## src/rtl/serial_subtractor.sv

```systemverilog
// Bit-serial subtractor d = x - y, one bit per clock, LSB first.
// Subtraction is done as x + ~y + 1: the carry flop starts at 1 and the
// subtrahend bit is inverted on the fly. Results and flags are held until
// the next accepted start. The FSM state is exported on dbg_state.
//
// Handshake: start is accepted only in IDLE (busy=0, done=0). Starts seen
// in RUN or DONE are dropped. After acceptance, busy stays high for n
// cycles. done then pulses for one cycle, and d/b_out/overflow are valid
// from that cycle until the next accepted start.
module serial_subtractor #(
  parameter int n = 4
) (
  input  logic         clk,
  input  logic         reset,
  input  logic         start,
  input  logic [n-1:0] x,
  input  logic [n-1:0] y,
  output logic [n-1:0] d,
  output logic         b_out,
  output logic         overflow,
  output logic         busy,
  output logic         done,
  output logic [1:0]   dbg_state
);

  localparam int CW = (n > 2) ? $clog2(n) : 1;
  localparam logic [CW-1:0] LAST = CW'(n - 1);

  typedef enum logic [1:0] {
    IDLE   = 2'd0,
    RUN    = 2'd1,
    DONE_S = 2'd2
  } state_t;

  state_t        state, state_next;
  logic [n-1:0]  xs, ys, res;
  logic          carry;
  logic [CW-1:0] cnt;
  logic          x_sign, y_sign;

  logic          y_inv, sum, carry_next, last_bit;

  // One full-adder slice on the current LSBs, with the subtrahend inverted.
  always_comb begin
    y_inv      = ~ys[0];
    sum        = xs[0] ^ y_inv ^ carry;
    carry_next = (xs[0] & y_inv) | (xs[0] & carry) | (y_inv & carry);
    last_bit   = (state == RUN) && (cnt == LAST);
  end

  // State register.
  always_ff @(posedge clk) begin
    if (reset) state <= IDLE;
    else       state <= state_next;
  end

  // Next-state logic. Starts outside IDLE are ignored.
  always_comb begin
    state_next = state;
    case (state)
      IDLE:    if (start) state_next = RUN;
      RUN:     if (cnt == LAST) state_next = DONE_S;
      DONE_S:  state_next = IDLE;
      default: state_next = IDLE;
    endcase
  end

  // Datapath: operand load, the serial shift, and result/flag capture.
  always_ff @(posedge clk) begin
    if (reset) begin
      xs       <= '0;
      ys       <= '0;
      res      <= '0;
      carry    <= 1'b0;
      cnt      <= '0;
      x_sign   <= 1'b0;
      y_sign   <= 1'b0;
      d        <= '0;
      b_out    <= 1'b0;
      overflow <= 1'b0;
    end else begin
      if (state == IDLE && start) begin
        xs     <= x;
        ys     <= y;
        x_sign <= x[n-1];
        y_sign <= y[n-1];
        carry  <= 1'b1;
        cnt    <= '0;
      end else if (state == RUN) begin
        xs    <= xs >> 1;
        ys    <= ys >> 1;
        res   <= {sum, res[n-1:1]};
        carry <= carry_next;
        cnt   <= cnt + 1'b1;
        if (last_bit) begin
          d        <= {sum, res[n-1:1]};
          b_out    <= ~carry_next;
          // sum is the result MSB in the last cycle.
          overflow <= (x_sign != y_sign) && (sum != x_sign);
        end
      end
    end
  end

  // Status outputs are decoded from the state register only.
  always_comb begin
    busy      = (state == RUN);
    done      = (state == DONE_S);
    dbg_state = state;
  end

endmodule
```

## config.mk

```make
export PLATFORM = sky130hd
export DESIGN_NAME = serial_subtractor
export DESIGN_NICKNAME = d
export VERILOG_FILES = /design/src/rtl/serial_subtractor.sv
export SDC_FILE = /design/constraint.sdc
export NUM_CORES = 1
export LEC_CHECK = 0
export CORE_MARGIN = 2
export CORE_UTILIZATION = 30
export DETAILED_ROUTE_END_ITERATION = 8
export GPL_ROUTABILITY_DRIVEN = 0
export PLACE_DENSITY = 0.53
export SETUP_SLACK_MARGIN = 0.15
export SYNTH_ARGS = -nofsm -noshare
export SYNTH_HDL_FRONTEND = slang
export SYNTH_SLANG_ARGS = --single-unit
```

## constraint.sdc

```tcl
create_clock -name clk -period 1.4 [get_ports clk]
set_input_delay 0.42 -clock clk [delete_from_list [all_inputs] [get_ports clk]]
set_output_delay 0.42 -clock clk [all_outputs]
set_load 0.05 [all_outputs]
```

==> results of run 1 <==
cells by family after synthesis:
| group | synth area share, % |
|---|---|
| AND/OR/NAND/NOR | 23.20 |
| XOR/XNOR | 0.8122 |
| AO/OA/AOI/OAI | 17.05 |
| multiplexers | 1.856 |
| adder cells (fa/ha/maj) | 3.016 |
| buffers and inverters | 9.512 |
| flip-flops | 44.55 |
layout make-up:
cell class / instances / area (µm²)
timing repair buffer: 35 / 439.2
clock inverter: 1 / 3.754
multi-input combinational: 82 / 590.6
fill: 337 / 1763
inverter: 2 / 15.01
tap: 46 / 57.56
sequential: 24 / 498.0
clock buffer: 3 / 22.52
worst max-delay path by stage:
stage,cells after the start,to,slack (ns)
floorplan,5,busy,-0.03
global placement,4,ys[2]$_SDFFE_PP0P_,-0.36
detailed placement,4,ys[1]$_SDFFE_PP0P_,-0.41
CTS,3,busy,-0.08
global route,3,busy,-0.12
finish,3,busy,-0.06
flip-flops by register name, indices dropped and copies added (netlist names):
register   cells
b_out          1
y_sign         1
x_sign         1
dbg_state      2
cnt            2
xs             4
d              4
ys             4
overflow       1
res            3
carry          1
through the flow:
| stage | instances | instance area, µm² | total power (W) |
|---|---|---|---|
| 3_3_place_gp | 181 | 1431 | 0.001020 |
| 4_1_cts | 193 | 1553 | 0.001364 |
| 6_report | 193 | 1627 | 0.001385 |
| 5_1_grt | 193 | 1627 | 0.001460 |
| 2_1_floorplan | 116 | 1101 | 0.0009350 |
| 3_5_place_dp | 181 | 1431 | 0.001024 |
worst max-delay path, stage by stage (launching register included):
cell	delay (ns)
sky130_fd_sc_hd__dfxtp_4	0.38
sky130_fd_sc_hd__nand2b_4	0.17
sky130_fd_sc_hd__inv_8	0.07
sky130_fd_sc_hd__buf_12	0.12
what timing repair did:
action | in CTS | in global routing
setup buffers | 8 | 0
pin swaps | 11 | 13
hold endpoints to repair | 0 | 0
setup endpoints to repair | 27 | 25
resized for setup | 15 | 22
where the power goes:
group / switching [W] / internal (W) / total (W)
logic: 0.000163 / 0.000171 / 0.000334
registers: 0.0000258 / 0.000718 / 0.000743
clock network: 0.000203 / 0.000104 / 0.000307
total: 0.000392 / 0.000993 / 0.00138
metal layers:
metal | routed length (µm) | vias to the layer above | share of wire (%)
li1 | - | 457 | -
met1 | 1123 | 426 | 47
met2 | 1205 | 12 | 50
met3 | 67 | 2 | 2.8
met4 | 19 | 0 | 0.79
met5 | 0 | - | 0
cells in the final DEF, fill, tap and decap left out, drive strengths merged, types with 2 or more instances in the layout:
cell type and n:
nand3 3, nor2 9, a211oi 5, nand2 20, or3b 4, dfxtp 24, nand2b 4, mux2i 2
inv 2, a21oi 19, nor3 4, clkdlybuf4s50 9, buf 25, nand3b 2, clkbuf 3
==> qor.yml, run 1 <==
status:
  outcome: "complete, but fails checks"
  failed_checks: "setup timing"
power:
  peakVddDrop_v: 0.0002926
  power.static_leakage_nw: 0.5991
  power_density_normalized_to_cell_area_nw_per_um2: 851.4
synthesis:
  post_synth_instance_area_um2: 1079
  synth.yosys.seq_area_share_pct: 44.55
  synth.ff_latch_count: 24
  ys_async_sr_fraction_pct: 0
  ys_types: 31
  yosys_warnings: 0
  synth_nets: 129
  yosys_most_used_dff: "sky130_fd_sc_hd__dfxtp_1"
  synth_top_area_share_pct: 44.55
  syn_inst: 116
  number_of_enable_flip_flop_cells_after_synthesis: 0
  ys_top_cells_by_area: "sky130_fd_sc_hd__dfxtp_1 45%, sky130_fd_sc_hd__a21oi_1 8.8%, sky130_fd_sc_hd__nand2_1 6.6%"
  ys_top_cells_by_count: "24 x sky130_fd_sc_hd__dfxtp_1, 19 x sky130_fd_sc_hd__a21oi_1, 19 x sky130_fd_sc_hd__nand2_1"
  synth_largest_area_cell: "sky130_fd_sc_hd__dfxtp_1"
  yosysMostFrequentCell: "sky130_fd_sc_hd__dfxtp_1"
  post_synth.cell_area_avg_um2: 9.298
floorplanning:
  die_x_um: 63.96
  placementRows: 21
  die_h_um: 63.96
  number_of_primary_i_o_pins: 21
  design.die.area_um2: 4091
  initial_utilization_pct: 31.82
  design.core.area_um2: 3390
routing:
  ant_nets: 0
  first_pass_detailed_route_iteration_total: 4
  drcViolationCount: 0
  detailroute.via_count: 897
  first_iter_violations: 24
  routed_wirelength_um: 2415
  viasPerCell: 4.648
  routed_wire_length_per_instance_um: 12.51
worst_setup_path:
  crit-reg2reg-launch: "xs[0]$_SDFFE_PP0P_"
  rr_endpoint: "overflow$_SDFFE_PP0P_"
  r2r_cells: 4
  r2r_setup_slack_ns: 0.01
  critical_path_startpoint: "dbg_state[1]$_SDFFE_PP0P_"
  setup.worst_path.class: "reg2out"
  timing.critical_path.from_type: "register"
  cp.required_ns: 0.98
  critical_path.max_fanout: 4
  cp-end-kind: "primary output"
  arrival_ns: 1.04
cts:
  cts_root_buffer: "sky130_fd_sc_hd__clkbuf_4"
  cts_max_path_buffers: 2
  clock_insertion_delay_worst_skew_ns: 0.31
  ctsHoldBuffers: 0
  tritoncts: "done"
  clkSinkCount: 24
  cts.htree.levels: 1
  cts.reportedPaths.clkPinSlew_ns: 0.13
  numCtsBuffers: 3
finish:
  final_util_pct: 47.99
  area_delta_synth_final_pct: 50.81
  nNetsFinal: 161
  drive_above_1_share_pct: 46.94
  antenna-diode-count: 0
global_route:
  grt.met3_usage_pct: 2.817
  gr-usage-met1_pct: 17.18
  grt_use_met2_pct: 20.96
  gr-usage-all-layers_pct: 13.20
  grt_max_degree: 25
  first_global_vias: 935
  globalRoute.busiestLayer: "met2"
  grt_first_pass_wirelength_um: 4160
  initial_antenna_violation_count: 0
  globalRoute.totalOverflow: 0
sta:
  max_slew.worst_pin.slew_ns: 0.3031
  report.final.slew_viol_count: 0
  hold_ws_ns: 0.4705
  clock.fmax_mhz: 682.9
  finalWorstPathRequiredPeriod_ns: 1.464
  report.final.hold_viol_count: 0
  finalSetupTns_ns: -0.07499
  min_period_over_period_pct: 104.6
  clock_skew_ns: 0.003843
  relSlewSlack_pct: 79.73
  final-setup-viol-count: 2
  grt_setup_unrepaired: "true"
  post-route-worst-setup-slack_ns: -0.06437
placement:
  number_of_buffers_added_on_ports: 20
  dpl_worst_slack_ns: -0.4093
  dp.final_hpwl_um: 1571
hold_path:
  timing.hold.worst_path_depth: 2
  min-delay-path-class: "reg2reg"
  hold_path.startpoint: "res[1]$_SDFFE_PP0P_"
  whs_endpoint: "res[1]$_SDFFE_PP0P_"
flow_run:
  number_of_max_cap_violations: 0
Note: power is estimated with default switching activity, not from simulation.
==> run 2: changes to the inputs <==
--- a/config.mk
+++ b/config.mk
@@ -5,10 +5,12 @@
 export SDC_FILE = /design/constraint.sdc
 export NUM_CORES = 1
 export LEC_CHECK = 0
+export CORE_ASPECT_RATIO = 1.25
 export CORE_MARGIN = 2
 export CORE_UTILIZATION = 30
 export DETAILED_ROUTE_END_ITERATION = 8
 export GPL_ROUTABILITY_DRIVEN = 0
+export GPL_TIMING_DRIVEN = 0
 export PLACE_DENSITY = 0.53
 export SETUP_SLACK_MARGIN = 0.15
 export SYNTH_ARGS = -nofsm -noshare
==> run 2 against run 1 <==
The run still ends with setup timing left; flip-flop and latch count unchanged; highest routed layer unchanged; worst setup slack got worse by 0.20 ns; count of clock-buffer cells in the layout unchanged.
==> qor.yml, run 2 (synthesis results as in run 1) <==
routing:
  first_pass_detailed_route_iteration_total: 4
  detailroute.via_count: 935
  routed_wirelength_um: 2667
  detailroute.wirelength.met2_um: 1306
  routed_wire_length_per_instance_um: 13.54
  drcViolationCount: 0
  first_iter_violations: 25
  topRoutingLayerUsed: "met4"
  ant_nets: 0
  detail_route.wirelength.met1_um: 1226
  route.met3.wl_um: 103
  viasPerCell: 4.746
power:
  power.static_leakage_nw: 0.7010
  peakVddDrop_v: 0.0005790
  power_density_normalized_to_cell_area_nw_per_um2: 979.0
global_route:
  grt_first_pass_wirelength_um: 4257
  globalRoute.totalOverflow: 0
  initial_antenna_violation_count: 0
  first_global_vias: 882
  grt_max_degree: 15
  gr-usage-all-layers_pct: 13.46
sta:
  clock_skew_ns: 0.009886
  grt_setup_unrepaired: "true"
  finalWorstPathRequiredPeriod_ns: 1.661
  report.final.slew_viol_count: 0
  post-route-worst-setup-slack_ns: -0.2610
  max_slew.worst_pin.slew_ns: 0.4835
  min_period_over_period_pct: 118.6
  clock.fmax_mhz: 602.1
  final-setup-viol-count: 10
  finalSetupTns_ns: -1.120
  hold_ws_ns: 0.4657
  relSlewSlack_pct: 67.90
  report.final.hold_viol_count: 0
floorplanning:
  initial_utilization_pct: 31.23
  die_h_um: 71.04
  die_x_um: 57.63
  design.core.area_um2: 3453
  design.die.area_um2: 4094
  number_of_primary_i_o_pins: 21
  placementRows: 24
cts:
  clkSinkCount: 24
  cts_root_buffer: "sky130_fd_sc_hd__clkbuf_8"
  ctsHoldBuffers: 0
  numCtsBuffers: 3
  cts.reportedPaths.clkPinSlew_ns: 0.09
  cts.htree.levels: 1
  cts_max_path_buffers: 2
  tritoncts: "done"
  clock_insertion_delay_worst_skew_ns: 0.27
worst_setup_path:
  timing.critical_path.buf_inv: 5
  setup.worst_path.class: "reg2out"
  timing.critical_path.from_type: "register"
  cp-end-kind: "primary output"
  critical_path.max_fanout: 2
  r2r_setup_slack_ns: -0.10
  crit_top_cell: "sky130_fd_sc_hd__buf_12"
  critical_path_cell_sequence: "buf_6 > nand2b_4 > buf_12 > clkinv_8 > buf_12 > buf_12"
  arrival_ns: 1.24
  worst_path_max_delay_cell: "sky130_fd_sc_hd__dfxtp_4"
  worst_path_dominant_cell_family: "buffers and inverters"
  critical-path-max-stage-delay_ns: 0.35
  cp.required_ns: 0.98
finish:
  layout.cells.most_common_list: "19 x sky130_fd_sc_hd__buf_6, 15 x sky130_fd_sc_hd__dfxtp_1, 14 x sky130_fd_sc_hd__nand2_1, 10 x sky130_fd_sc_hd__a21oi_1"
  largest_registers: "d (4), xs (4), ys (4)"
  antenna-diode-count: 0
  reg_area_um2: 496.7
  nNetsFinal: 172
  area_delta_synth_final_pct: 67.52
  multi_input_area_um2: 649.4
  layout.cells.most_common: "sky130_fd_sc_hd__buf_6"
  final_util_pct: 52.32
  drive_above_1_share_pct: 53.80
  count_of_filler_cells_inserted_in_the_layout: 316
placement:
  dp.final_hpwl_um: 1681
  number_of_buffers_added_on_ports: 20
flow_run:
  number_of_max_cap_violations: 0
hold_path:
  min-delay-path-class: "reg2reg"
status:
  failed_checks: "setup timing"
  outcome: "complete, but fails checks"
-- run 2: worst paths after layout --
check	startpoint	end	cells past startpoint
max	dbg_state[1]$_SDFFE_PP0P_	busy	6
min	xs[3]$_SDFFE_PP0P_	xs[3]$_SDFFE_PP0P_	2
max reg2reg	dbg_state[1]$_SDFFE_PP0P_	xs[2]$_SDFFE_PP0P_	7
min reg2reg	xs[3]$_SDFFE_PP0P_	xs[3]$_SDFFE_PP0P_	2
-- run 2: power breakdown --
group,internal (W),switching (W)
clock network,0.000382,0.000231
registers,0.000718,0.0000262
logic,0.000221,0.000190
total,0.00132,0.000447
-- run 2: what timing repair did --
action                                  CTS  global route
cloned                                    0             1
endpoints found under the setup margin   33            34
resized for setup                        85            45
setup buffers                            13             4
pin swaps                                 8            16
-- run 2: tightest hold or removal path, stage by stage (launching register included) --
cell and delay [ns]:
sky130_fd_sc_hd__dfxtp_1 0.33, sky130_fd_sc_hd__nand2_2 0.06, sky130_fd_sc_hd__a21oi_2 0.04
-- run 2: layout make-up --
class                           instances  share of cell area (%)
Buffer                                  8                   5.540
Clock buffer                            3                   2.285
Clock inverter                          1                   1.662
Inverter                                2                   1.108
Multi-Input combinational cell         82                   35.94
Sequential cell                        24                   27.49
Tap cell                               39                   2.701
Timing Repair Buffer                   38                   23.27
-- run 2: layer usage --
metal	vias to the layer above	track usage, %
li1	479	-
met1	436	17.95
met2	18	21.34
met3	2	2.377
met4	0	5.426
met5	-	0
-- run 2: through the flow --
stage	total power, W	worst slack, ns	cell area, µm²	cells
CTS	0.001702	-0.2725	1594	192
finish	0.001769	-0.2610	1807	197
floorplan	0.0009350	-0.02652	1101	116
global route	0.001841	-0.2945	1807	197
detailed placement	0.001019	-0.7560	1350	175
global placement	0.001013	-0.7503	1350	175
